--- src/rtl/uart_tx_arbiter.sv ---
// Round-robin arbiter sharing one uart_tx byte transmitter between NUM_REQ requesters.
// Drives an edge-triggered data_ready, confirms acceptance via sampled, then holds off for a gap.
module uart_tx_arbiter #(
   parameter int unsigned NUM_REQ        = 4,
   parameter int unsigned DATA_WIDTH     = 8,
   parameter int unsigned GAP_CYCLES     = 290000,
   parameter int unsigned ACCEPT_TIMEOUT = 4096
) (
   input  logic                          clk,
   input  logic                          rst_n,
   input  logic [NUM_REQ-1:0]            req,
   input  logic [NUM_REQ*DATA_WIDTH-1:0] req_data,
   output logic [NUM_REQ-1:0]            grant,
   output logic [DATA_WIDTH-1:0]         tx_data,
   output logic                          tx_data_ready,
   input  logic                          tx_sampled,
   output logic                          busy,
   output logic                          timeout_err
);

   localparam int unsigned PtrW     = (NUM_REQ > 1) ? $clog2(NUM_REQ) : 1;
   localparam int unsigned TimerMax = (GAP_CYCLES > ACCEPT_TIMEOUT) ? GAP_CYCLES : ACCEPT_TIMEOUT;
   localparam int unsigned TimerW   = $clog2(TimerMax + 1);

   localparam logic [TimerW-1:0] GapLast = TimerW'(GAP_CYCLES - 1);
   localparam logic [TimerW-1:0] AccLast = TimerW'(ACCEPT_TIMEOUT - 1);
   localparam logic [PtrW-1:0]   PtrLast = PtrW'(NUM_REQ - 1);
   localparam logic [PtrW:0]     NumReqW = (PtrW + 1)'(NUM_REQ);

   typedef enum logic [2:0] {
      StIdle,
      StLaunch,
      StWaitAccept,
      StWaitStart,
      StGap
   } state_e;

   state_e                  state_q, state_d;
   logic [PtrW-1:0]         rr_ptr_q, rr_ptr_d;
   logic [TimerW-1:0]       timer_q, timer_d;
   logic [NUM_REQ-1:0]      grant_q, grant_d;
   logic [DATA_WIDTH-1:0]   tx_data_q, tx_data_d;
   logic                    tx_data_ready_q, tx_data_ready_d;
   logic                    busy_q, busy_d;
   logic                    timeout_err_q, timeout_err_d;

   logic [DATA_WIDTH-1:0]   req_bytes [NUM_REQ];
   logic                    found;
   logic [PtrW-1:0]         win_idx;
   logic [PtrW:0]           scan_idx;

   for (genvar g = 0; g < NUM_REQ; g++) begin : g_unpack
      assign req_bytes[g] = req_data[g*DATA_WIDTH +: DATA_WIDTH];
   end

   // First set request scanning upward from rr_ptr, wrapping modulo NUM_REQ.
   always_comb begin
      found    = 1'b0;
      win_idx  = '0;
      scan_idx = '0;
      for (int unsigned k = 0; k < NUM_REQ; k++) begin
         scan_idx = {1'b0, rr_ptr_q} + (PtrW + 1)'(k);
         if (scan_idx >= NumReqW) begin
            scan_idx = scan_idx - NumReqW;
         end
         if (!found && req[scan_idx[PtrW-1:0]]) begin
            found   = 1'b1;
            win_idx = scan_idx[PtrW-1:0];
         end
      end
   end

   always_comb begin
      state_d         = state_q;
      rr_ptr_d        = rr_ptr_q;
      timer_d         = timer_q;
      grant_d         = '0;
      tx_data_d       = tx_data_q;
      tx_data_ready_d = tx_data_ready_q;
      timeout_err_d   = timeout_err_q;

      unique case (state_q)
         StIdle: begin
            if (found) begin
               tx_data_d         = req_bytes[win_idx];
               grant_d[win_idx]  = 1'b1;
               rr_ptr_d          = (win_idx == PtrLast) ? '0 : win_idx + 1'b1;
               state_d           = StLaunch;
            end
         end
         StLaunch: begin
            tx_data_ready_d = 1'b1;
            timer_d         = '0;
            state_d         = StWaitAccept;
         end
         StWaitAccept: begin
            if (tx_sampled) begin
               state_d = StWaitStart;
            end else if (timer_q == AccLast) begin
               // Byte is dropped; grant is not repeated.
               timeout_err_d   = 1'b1;
               tx_data_ready_d = 1'b0;
               timer_d         = '0;
               state_d         = StGap;
            end else begin
               timer_d = timer_q + 1'b1;
            end
         end
         StWaitStart: begin
            if (!tx_sampled) begin
               tx_data_ready_d = 1'b0;
               timer_d         = '0;
               state_d         = StGap;
            end
         end
         StGap: begin
            if (timer_q == GapLast) begin
               timer_d = '0;
               state_d = StIdle;
            end else begin
               timer_d = timer_q + 1'b1;
            end
         end
         default: begin
            state_d = StGap;
         end
      endcase

      busy_d = (state_d != StIdle);
   end

   // Reset lands in GAP so a frame left in flight by the unreset transmitter can drain.
   always_ff @(posedge clk or negedge rst_n) begin
      if (!rst_n) begin
         state_q         <= StGap;
         rr_ptr_q        <= '0;
         timer_q         <= '0;
         grant_q         <= '0;
         tx_data_q       <= '0;
         tx_data_ready_q <= 1'b0;
         busy_q          <= 1'b1;
         timeout_err_q   <= 1'b0;
      end else begin
         state_q         <= state_d;
         rr_ptr_q        <= rr_ptr_d;
         timer_q         <= timer_d;
         grant_q         <= grant_d;
         tx_data_q       <= tx_data_d;
         tx_data_ready_q <= tx_data_ready_d;
         busy_q          <= busy_d;
         timeout_err_q   <= timeout_err_d;
      end
   end

   assign grant         = grant_q;
   assign tx_data       = tx_data_q;
   assign tx_data_ready = tx_data_ready_q;
   assign busy          = busy_q;
   assign timeout_err   = timeout_err_q;

endmodule
--- config.mk ---
export PLATFORM = sky130hd
export DESIGN_NAME = uart_tx_arbiter
export DESIGN_NICKNAME = d
export VERILOG_FILES = /design/src/rtl/uart_tx_arbiter.sv
export SDC_FILE = /design/constraint.sdc
export NUM_CORES = 1
export LEC_CHECK = 0
export ABC_AREA = 0
export CAP_MARGIN = 25
export CORE_MARGIN = 2
export CORE_UTILIZATION = 39
export DETAILED_ROUTE_END_ITERATION = 10
export PLACE_DENSITY = 0.65
export SYNTH_ARGS = -nofsm -noshare
export SYNTH_HDL_FRONTEND = slang
export SYNTH_SLANG_ARGS = --single-unit
--- constraint.sdc ---
create_clock -name clk -period 2.8 [get_ports clk]
set_input_delay 0.28 -clock clk [delete_from_list [all_inputs] [get_ports clk]]
set_output_delay 0.28 -clock clk [all_outputs]
set_load 0.05 [all_outputs]
[After elaboration in Yosys (flattened, before gate mapping)]
Index checks and enable logic that the tools add are counted.
Operators by class
  add/sub/neg operators: 9
  $lt $le $gt $ge: 11
  equality and inequality tests: 10
  muxes and demuxes: 43
  bitwise gates (word level): 2
  reductions and logical operators: 15
Operators by type and width (count)
  19-bit two-way mux: 4
  19-bit one-hot mux with 4 select lines: 1
  19-bit by 1-bit adder with 19-bit output (second input constant): 1
  19-bit by 12-bit equality test with 1-bit output (second input constant): 1
  19-bit equality test (second input constant): 1
  2-bit two-way mux: 9
  8-bit binary-select mux with 2-bit select: 1
  8-bit two-way mux: 2
  2-bit by 3-bit < comparator with 1-bit output (second input constant): 5
  3-bit two-way mux: 5
  3-bit one-hot mux with 5 select lines: 1
  3-bit >= comparator (second input constant): 4
  1-bit two-way mux: 12
  1-bit binary-select mux with 2-bit select: 4
  4-bit two-way mux: 2
  2-bit by 1-bit subtractor with 2-bit output (second input constant): 4
  2-bit by 2-bit adder with 3-bit output (second input constant): 2
  3-bit by 2-bit equality test with 1-bit output (second input constant): 2
  2-bit inequality test (second input constant): 3
  3-bit AND reduction: 2
  3-bit nonzero test: 2
  1-bit logical AND: 4
  4-bit AND reduction: 1
  4-bit nonzero test: 1
  other kinds (14): 16
Storage, ports and cells
  register bits after elaboration: 39
  input bits: 39
  output and inout bits: 15

[Longest topological paths before layout]
Gate-level depths: netlist (run 1).
  depth after elaboration: 20
  mapped depth: 9
  depth with buffers taken out: 7

[Worst setup path before layout (run 1)]
OpenSTA, ideal clock, no wires.
  kind: flip-flop to flip-flop
  from: register timer_q[0]
  to: register timer_q[17]
  arrival time: 1918 ps
  required time: 2736 ps
  slack: 818 ps
  stages on the path, launching flop included: 10
  path buffers: 2
  period minus slack after synthesis: 1982 ps
  cell sequence: dfrtp_1 -> ha_1 -> and3_1 -> buf_2 -> and4_4 -> and3_4 -> o21a_4 -> buf_6 -> nor4_1 -> a21o_1
Between the ends
  longest elaborated chain between the ends: 4
Ends and longest elaborated chain
  start: declaration: line 40  | logic [TimerW-1:0] timer_q, timer_d;
  start signal: assignment: line 146  | timer_q <= timer_d;
  19-bit by 1-bit adder with 19-bit output / 19-bit by 12-bit equality test with 1-bit output (equally long branches): line 106, 121, 99
  19-bit two-way mux: line 99  | end else if (timer_q == AccLast) begin
  19-bit two-way mux: line 97  | if (tx_sampled) begin
  19-bit one-hot mux with 4 select lines *: line 82  | unique case (state_q)
Mark *: on every way between the ends. The rest lies on a longest branch, timed or not. The select of a mux whose other input is x is not followed.
A chain may end at the register's enable or synchronous reset.

[Worst setup path in the final report (run 1)]
  from: register timer_q[0]
  to: register timer_q[16]
The elaborated chain is that of the path after synthesis.

==> results.ini, run 1 <==
[pwr]
share_comb_of_total_power_pct = 21.3
pwr-share-clk_pct = 29.6
ir_drop_uv = 233.5
switchingPower_uw = 322.9
p_seq_share_pct = 49.1
p_leak_uw = 0.001287
swShare_pct = 26.86
power.density_nw_per_um2 = 403.5
internal-power_uw = 879.1

[drt]
ant_nets = 0
wl_met2_um = 2485
drt-met1-wl_um = 2542
drt-vias-per-instance = 5.239
wirelength_um = 5249
num_vias = 1907
top_layer_used = met4
drt_pass1_iterations = 4
drt_iter0_markers = 114
dr_wl_met3_um = 142
wl_per_cell_um = 14.42
drc = 0

[clock_tree]
path_clk_slew_ns = 0.08
numCtsBuffers = 5
clock-sinks = 39
ctsLongestPathBuffers = 2
postCtsSetupBuffers = 0
cts_root_buf = clkbuf_8
cts_tree = built
cts_resized = 0
htree_levels = 2
clkLatencyLatePin_ns = 0.29
cts-hold-fix-buffers = 0

[logic_synthesis]
synth_nets = 280
synth_seq_cells = 39
yosys_warnings = 0
ys_seq_area_share_pct = 42.18
synth_top_flop_cell = dfrtp_1
synth_cells = 236
yosysUniqueCellTypes = 45
syn-cell-area_um2 = 2320
postSynth.asyncResetShare_pct = 100.0
avgSynthCellArea_um2 = 9.829
synth-edff-count = 0

[sta]
setup_violations = 0
slew_violations = 0
period_share_pct = 89.24
setup_tns_ns = 0
finalHoldViolations = 0
tightest_slew_ns = 0.8702
max_freq_mhz = 400.2
rsz0062_at_grt = false
setup_slack_ns = 0.3014
period_needed_ns = 2.499
slew_headroom_pct = 41.99
skew_ns = 0.008978

[setup_path]
cp_slowest_cell = o21ai_1
arrival_ns = 2.67
cp_max_fo = 7
max_stage_delay_ns = 0.44
criticalPathCategory = register to register
endpoint_kind = register
worst-path-buf-inv = 1
startpoint_type = register
critical-path-top-delay-family = compound AO/OA/AOI/OAI gates
crit_path_cell_trace = ha_1, and3_1, and4_4, and3_4, o21ai_1, buf_4, nand2_1, o311ai_0
worstRegToRegCells = 8
path_depth = 8
worst_ep_required_time_ns = 2.97

[die]
core-area_um2 = 5851
die_h_um = 81.13
io_pins = 54
rows = 28
die-area_um2 = 6581
start_util_pct = 39.65
die_x_um = 81.13

[finish]
layout_commonest_cell = clkdlybuf4s50_1
syn_to_final_growth_pct = 28.43
nNetsFinal = 333
final_core_util_pct = 50.92
layout_common_cells = clkdlybuf4s50_1, dfrtp_1, mux2i_1
fillCellCount = 547
antenna_cells = 0
fin_cells = 364
drive_gt1_share_pct = 10.38

[placed_design]
place_ws_ns = 0.2907
dp_cells = 357
port-buffer-count = 53
gp_congestion = 0.8499
dp_hpwl_um = 3845

[hold_path]
min_path_type = primary input to async pin

[grt]
grt_start_max_net_pins = 40
grt_pass1_vias = 1891
grt_pass1_wl_um = 9156
antenna_found_initial = 0
track_usage_pct = 18.02
gr-total-overflow = 0

[run_status]
status = finished, final reports clean

[job]
cap_viol_max_count = 0

cell families (layout without fill, tap and decap cells):
group / count (synthesis) / in the layout / share of synthesized area (%)
compound gates: 52 / 52 / 15.05
xor+xnor: 4 / 4 / 1.511
fa+ha+maj: 5 / 5 / 2.697
buf+inv: 21 / 74 / 4.638
flops: 39 / 39 / 42.18
mux: 34 / 34 / 15.16
simple gates: 81 / 81 / 18.77
synthesized netlist by cell type (3+ instances only):
cell type	count	share of area, %
a22o_1	7	2.6
a21o_1	3	0.97
nand4_1	3	0.81
nor4_1	4	1.1
nor2_1	14	2.3
nand2_1	18	2.9
nand3_1	9	1.9
clkbuf_1	4	0.65
mux2i_1	25	11
o21ai_1	7	1.5
o21ai_0	10	2.2
and3_1	4	1.1
a21oi_1	9	1.9
xnor2_1	3	1.1
dfrtp_1	37	40
o2bb2ai_1	3	1.1
nor2_2	3	0.81
and2_1	4	1.1
nor3_1	5	1.1
mux2_2	9	4.4
buf_6	3	1.5
buf_2	5	1.1
inv_1	9	1.5
nor2b_1	6	1.6
ha_1	5	2.7
per-layer routing:
| layer | GRT usage, % | vias up |
|---|---|---|
| li1 | - | 959 |
| met3 | 3.333 | 9 |
| met4 | 5.763 | 0 |
| met5 | 0 | - |
| met2 | 29.26 | 31 |
| met1 | 24.35 | 908 |
path summary, 6_finish.rpt:
kind                                   from           to  slack [ns]
worst min-delay path                  rst_n     grant[2]        0.11
worst min register to register  timeout_err  timeout_err        0.47
worst max-delay path             timer_q[0]  timer_q[16]        0.30
min in group clk                timeout_err  timeout_err        0.47
worst max register to register   timer_q[0]  timer_q[16]        0.30
max in group asynchronous             rst_n   state_q[1]        2.15
registers in the layout (all words and copies together) (netlist names):
| register | count |
|---|---|
| timeout_err | 1 |
| tx_data_ready | 1 |
| busy | 1 |
| rr_ptr_q | 2 |
| timer_q | 19 |
| grant | 4 |
| state_q | 3 |
| tx_data | 8 |
stage by stage:
stage	total power, µW	hold WS [ns]	cell area (µm²)
final	1202	0.1062	2979
after CTS	1224	0.1473	2979
after floorplan	751.1	-0.01559	2320
after detailed placement	861.5	0.4547	2903
after global placement	859.1	0.4555	2903
after global routing	1268	0.1908	2979
layout make-up:
type	count	area [µm²]	area share, %
inverter	9	33.78	1.134
sequential	39	978.4	32.84
clock buffer	7	76.32	2.562
multi-input combinational	176	1234	41.41
timing repair buffer	58	563.0	18.90
tap	75	93.84	3.150
power groups by stage:
stage	logic [µW]	clock network [µW]	registers, µW
2_1_floorplan	101	0	650
3_3_place_gp	259	0	600
3_5_place_dp	261	0	601
4_1_cts	262	373	590
5_1_grt	279	397	593
6_report	256	355	590
No activity file was read; power rests on OpenSTA's default activity.
==> run 2, diff against run 1 <==
- ABC_AREA: 0 -> 1
- PLACE_DENSITY: 0.65 -> 0.63
- SETUP_SLACK_MARGIN: unset -> 0.3
- SKIP_CTS_REPAIR_TIMING: unset -> 1
==> run 2 against run 1 <==
Cell count grew 54%. Sequential power shrank 4.6%. Critical path depth grew 3. Design area grew 19%. Die area grew 22%. Wire length grew 21%. Clock skew grew 0.00056 ns. Combinational power shrank 35%. Area after synthesis grew 23%. Critical endpoint is now timer_q[9]. Largest power group unchanged.
==> results.ini, run 2 <==
[run_status]
status = finished, final reports clean

[clock_tree]
numCtsBuffers = 5  ; unchanged
clkLatencyLatePin_ns = 0.29  ; about the same
ctsLongestPathBuffers = 2  ; unchanged
cts_tree = built
path_clk_slew_ns = 0.08  ; about the same
clock-sinks = 39  ; unchanged
cts_root_buf = clkbuf_8
htree_levels = 2  ; unchanged

[drt]
wirelength_um = 6331  ; +21%
drc = 0  ; unchanged
drt_iter0_markers = 108  ; -5.3%
num_vias = 2657  ; +39%
ant_nets = 0  ; unchanged
drt_pass1_iterations = 4  ; unchanged
drt-vias-per-instance = 4.728  ; -9.8%
wl_per_cell_um = 11.27  ; -22%

[logic_synthesis]
synth_top_area_cell = dfrtp_1
synth_compound_area_share_pct = 4.947  ; -10 points
postSynth.asyncResetShare_pct = 100.0  ; unchanged
avgSynthCellArea_um2 = 7.004  ; -29%
synth_top_flop_cell = dfrtp_1
synth_cells = 408  ; +73%
syn-cell-area_um2 = 2858  ; +23%
synth.most_common_cell = nand2_1
ys_top_cells_by_count = nand2_1, inv_1, nand3_1
synth_nets = 452  ; +61%
ys_seq_area_share_pct = 34.24  ; -7.9 points
synth_seq_cells = 39  ; unchanged
synth-edff-count = 0  ; unchanged
synth_top_family_by_area = simple AND/OR/NAND/NOR gates
synth_mux_area_share_pct = 0  ; -15 points
yosys_warnings = 0  ; unchanged
ys_top_cells_by_area = dfrtp_1, nand2_1, inv_1
synthAdderAreaFrac_pct = 2.189  ; -0.51 points
yosysUniqueCellTypes = 34  ; -24%
synth_xor_area_share_pct = 0.6130  ; -0.90 points
synth_top_area_share_pct = 32.40  ; -7.5 points
yosys.area_share.simple_pct = 43.56  ; +25 points

[grt]
grt_start_max_net_pins = 40  ; unchanged
grt_pass1_wl_um = 11050  ; +21%
antenna_found_initial = 0  ; unchanged
grt_pass1_vias = 2607  ; +38%
gr-total-overflow = 0  ; unchanged
track_usage_pct = 17.38  ; -0.64 points

[setup_path]
startpoint_type = register
criticalPathCategory = register to register
crit-reg2reg-launch = timer_q[0]
reg2reg_slack_ns = 0.54  ; +0.24 ns
arrival_ns = 2.44  ; -0.23 ns
endpoint_kind = register
crit_start = timer_q[0]
cp_max_fo = 8  ; +1
worst_ep_required_time_ns = 2.98  ; about the same

[sta]
slew_violations = 0  ; unchanged
skew_ns = 0.009540  ; +0.0005618 ns
period_needed_ns = 2.257  ; -0.2415 ns
setup_violations = 0  ; unchanged
slew_headroom_pct = 42.85  ; +0.87 points
finalHoldViolations = 0  ; unchanged
rsz0062_at_grt = false
period_share_pct = 80.61  ; -8.6 points
timing.hold.ws_ns = 0.09530  ; -0.01093 ns
setup_tns_ns = 0  ; unchanged
max_freq_mhz = 443.0  ; +11%
tightest_slew_ns = 0.8572  ; -0.01300 ns

[pwr]
p_seq_share_pct = 47.3  ; -1.8 points
swShare_pct = 23.48  ; -3.4 points
p_leak_uw = 0.001885  ; +46%
internal-power_uw = 910.1  ; +3.5%
pwr-share-clk_pct = 38.7  ; +9.1 points
ir_drop_uv = 170.2  ; -27%
share_comb_of_total_power_pct = 13.9  ; -7.4 points
switchingPower_uw = 279.3  ; -13%
power.density_nw_per_um2 = 335.3  ; -17%

[job]
cap_viol_max_count = 0  ; unchanged

[die]
io_pins = 54  ; unchanged
die-area_um2 = 8028  ; +22%
rows = 31  ; +11%
core-area_um2 = 7176  ; +23%
die_h_um = 89.60  ; +10%
die_x_um = 89.60  ; +10%
start_util_pct = 39.83  ; +0.18 points

[finish]
antenna_cells = 0  ; unchanged
syn_to_final_growth_pct = 24.12
fin_cells = 562  ; +54%
largest_reg_flops = 19  ; unchanged
layout_commonest_cell = nand2_1
nNetsFinal = 506  ; +52%
drive_gt1_share_pct = 12.53  ; +2.1 points
regMostFlops = timer_q
layout_common_cells = nand2_1, inv_1, clkdlybuf4s50_1

[placed_design]
port-buffer-count = 53  ; unchanged
dp_hpwl_um = 5022  ; +31%
gp_congestion = 0.8723  ; +2.6%
dp_cells = 554  ; +55%

[hold_path]
min_path_type = primary input to async pin

[run 2: cell count changes in the layout (fill, tap and decap cells not counted), moves of 13 or more]
cell     previous run  this run
nand2_1            18       102
nor2_1             14        27
nand4_1             3        21
inv_1               9        77
nand2_2             0        19
nand3_1             9        39
mux2i_1            25         0
[run 2: path summary, 6_finish.rpt]
path	depth (start not counted)	endpoint
max	11	timer_q[9]
min	1	grant[1]
max reg2reg	11	timer_q[9]
min reg2reg	2	tx_data[3]
max in group asynchronous	1	rr_ptr_q[0]
min in group clk	2	tx_data[3]
[run 2: cell type report]
cell class,instances,area [µm²]
fill,729,3628
multi-input combinational,278,1466
sequential,39,979.7
timing repair buffer,57,555.5
inverter,81,311.5
tap,99,123.9
clock buffer,6,72.57
clock inverter,2,37.54
[run 2: power groups by stage]
| stage | clock [µW] | sequential (µW) | combinational, µW |
|---|---|---|---|
| 2_1_floorplan | 0 | 574 | 92.7 |
| 3_3_place_gp | 0 | 574 | 165 |
| 3_5_place_dp | 0 | 574 | 167 |
| 4_1_cts | 483 | 563 | 167 |
| 5_1_grt | 505 | 563 | 188 |
| 6_report | 461 | 563 | 166 |
[run 2: metal layers]
metal  routed length (µm)  GRT usage (%)  part of all wire (%)
met5                    0              0                     0
met4                  129          6.242                   2.0
met3                  324          3.199                   5.1
met2                 2894          29.55                    46
met1                 2982          22.05                    47
[run 2: kinds of logic (layout without fill, tap and decap cells)]
logic type / Yosys count / in the layout
AO/OA/AOI/OAI: 26 / 26
XOR/XNOR: 2 / 2
adder cells (fa/ha/maj): 5 / 5
buffers and inverters: 91 / 146
flip-flops: 39 / 39
AND/OR/NAND/NOR: 245 / 245
[run 2: critical path: stages, from the launching register on]
cell and delay (ns):
dfrtp_1 0.44, ha_1 0.21, nand3_1 0.12, nor2_1 0.20
nand2_1 0.11, inv_1 0.07, nand4_1 0.16, nand2_1 0.17
nand3_1 0.27, buf_4 0.27, nand3b_1 0.08, inv_1 0.04
[run 2: per-stage QoR]
step / setup slack (ns) / total power [µW] / util (%) / cell area (µm²)
floorplan: 0.8597 / 666.8 / - / 2858
global placement: 0.4283 / 738.6 / 47.88 / 3436
detailed placement: 0.3416 / 740.7 / 47.88 / 3436
CTS: 0.3978 / 1213 / 49.42 / 3546
global route: 0.3307 / 1255 / 49.43 / 3547
finish: 0.5428 / 1189 / 49.43 / 3547
==> run 3, diff against run 2 <==
- clock period: 2.8 -> 2.3 ns (I/O delays scaled with it)
==> run 3 against run 2 <==
Sequential power is 22% higher. Power is 15% higher. Sequential cell count stayed put. Clock power rose by 0.9%. Wire length rose by 7.2%. Count of clock-buffer cells in the layout is 1 lower. Via count grew 1.3%. Critical path type unchanged. Largest cell class unchanged. Largest power group unchanged. Highest routed layer unchanged.
==> results.ini, run 3 (synthesis results as in run 2) <==
[run_status]
status = finished, final reports clean

[sta]
finalHoldViolations = 0  ; unchanged
max_freq_mhz = 522.3  ; +18%
setup_violations = 0  ; unchanged
period_needed_ns = 1.915  ; -0.3426 ns
skew_ns = 0.009676  ; +0.0001359 ns
slew_headroom_pct = 42.65  ; -0.20 points
tightest_slew_ns = 0.8603  ; +0.003034 ns
slew_violations = 0  ; unchanged
rsz0062_at_grt = true
setup_tns_ns = 0  ; unchanged
period_share_pct = 83.24  ; +2.6 points

[setup_path]
endpoint_kind = register
worstRegToRegCells = 12  ; +1
reg2reg_slack_ns = 0.39  ; -0.16 ns
cp_max_fo = 5  ; -3
criticalPathCategory = register to register
arrival_ns = 2.09  ; -0.35 ns
r2r-end = rr_ptr_q[1]
startpoint_type = register
crit-reg2reg-launch = rr_ptr_q[0]
worst_ep_required_time_ns = 2.48  ; -0.50 ns

[drt]
wirelength_um = 6787  ; +7.2%
drt-vias-per-instance = 4.656  ; -1.5%
wl_per_cell_um = 11.74  ; +4.2%
drt_pass1_iterations = 4  ; unchanged
drc = 0  ; unchanged
num_vias = 2691  ; +1.3%
ant_nets = 0  ; unchanged
drt_iter0_markers = 77  ; -29%

[clock_tree]
cts_root_buf = clkbuf_8
ctsLongestPathBuffers = 2  ; unchanged
htree_levels = 2  ; unchanged
cts_tree = built
clkLatencyLatePin_ns = 0.30  ; about the same
numCtsBuffers = 5  ; unchanged
path_clk_slew_ns = 0.09  ; about the same
clock-sinks = 39  ; unchanged

[finish]
fin_cells = 578  ; +2.8%
drive_gt1_share_pct = 18.37  ; +5.8 points
nNetsFinal = 522  ; +3.2%
layout_common_cells = nand2_1, inv_1, clkdlybuf4s50_1
largest_reg_flops = 19  ; unchanged
syn_to_final_growth_pct = 31.74
antenna_cells = 0  ; unchanged
layout_commonest_cell = nand2_1
regMostFlops = timer_q
final_design_area_no_fill_um2 = 3765  ; +6.1%

[grt]
antenna_found_initial = 0  ; unchanged
gr-total-overflow = 0  ; unchanged
grt_pass1_vias = 2669  ; +2.4%
grt_pass1_wl_um = 11460  ; +3.7%
track_usage_pct = 17.72  ; +0.33 points
grt_start_max_net_pins = 40  ; unchanged

[placed_design]
gp_congestion = 0.8898  ; +2.0%
placed_area_um2 = 3508  ; +2.1%
port-buffer-count = 53  ; unchanged
dp_cells = 562  ; +1.4%
dp_hpwl_um = 5080  ; +1.2%

[job]
cap_viol_max_count = 0  ; unchanged

[pwr]
p_total_uw = 1370  ; +15%
p_leak_uw = 0.001959  ; +4.0%
power.density_nw_per_um2 = 363.9  ; +8.5%
ir_drop_uv = 226.7  ; +33%

[die]
die_x_um = 89.60  ; unchanged
core-area_um2 = 7176  ; unchanged
io_pins = 54  ; unchanged
die_h_um = 89.60  ; unchanged
rows = 31  ; unchanged
die-area_um2 = 8028  ; unchanged
start_util_pct = 39.83  ; unchanged

[hold_path]
min_path_type = primary input to async pin

run 3: cell types whose count changed in the layout (fill, tap and decap cells not counted), moves of 2 or more:
cell	delta
nand2_1	-2
buf_12	+2
nor2_2	+2
nor2_1	-4
clkinvlp_4	+2
nand2_2	+2
nor2_4	+2
nand3_1	-2
buf_4	+12
run 3: through the flow:
| step | worst slack, ns | hold slack (ns) | util, % |
|---|---|---|---|
| floorplan | 0.3597 | -0.06559 | - |
| global placement | 0.2902 | 0.3945 | 48.89 |
| detailed placement | 0.2086 | 0.3953 | 48.89 |
| CTS | 0.1946 | 0.07799 | 50.13 |
| global route | 0.2714 | 0.1260 | 52.47 |
| finish | 0.3854 | 0.04237 | 52.47 |
run 3: worst max-delay path by stage:
stage                start  slack (ns)           to  cells after the start
3_5_place_dp   rr_ptr_q[0]        0.21  rr_ptr_q[1]                     11
4_1_cts        rr_ptr_q[0]        0.19  rr_ptr_q[1]                     11
2_1_floorplan  rr_ptr_q[0]        0.36  rr_ptr_q[1]                     13
6_report       rr_ptr_q[0]        0.39  rr_ptr_q[1]                     12
3_3_place_gp        req[3]        0.29  rr_ptr_q[1]                     13
5_1_grt        rr_ptr_q[0]        0.27  rr_ptr_q[1]                     12
run 3: layout make-up:
type,instances,area [µm²]
flip-flops and latches,39,980.9
repair buffers,73,721.9
clock buffers,5,68.82
well taps,99,123.9
multi-input cells,278,1531
clock inverters,3,20.02
fillers,685,3411
inverters,81,317.8
run 3: power breakdown:
| part | total [µW] | internal, µW | switching (µW) |
|---|---|---|---|
| Clock | 465 | 211 | 254 |
| Sequential | 685 | 685 | 0 |
| Combinational | 219 | 112 | 107 |
run 3: routing by layer:
metal | routed length [µm] | track usage, % | part of all wire (%)
met1 | 3065 | 23.03 | 45
met2 | 3349 | 30.68 | 49
met3 | 300 | 3.291 | 4.4
met4 | 72 | 3.799 | 1.1
met5 | 0 | 0 | 0
run 3: critical path, cell delays in order, from the launching register on:
cell     delay [ns]
dfrtp_2        0.47
buf_4          0.19
nand2_1        0.06
nand2_1        0.08
nand2_4        0.09
nand2_4        0.07
nor2_8         0.10
nand3_4        0.13
nand3_4        0.14
inv_1          0.08
ha_1           0.29
nand2_1        0.06
o21ai_1        0.05
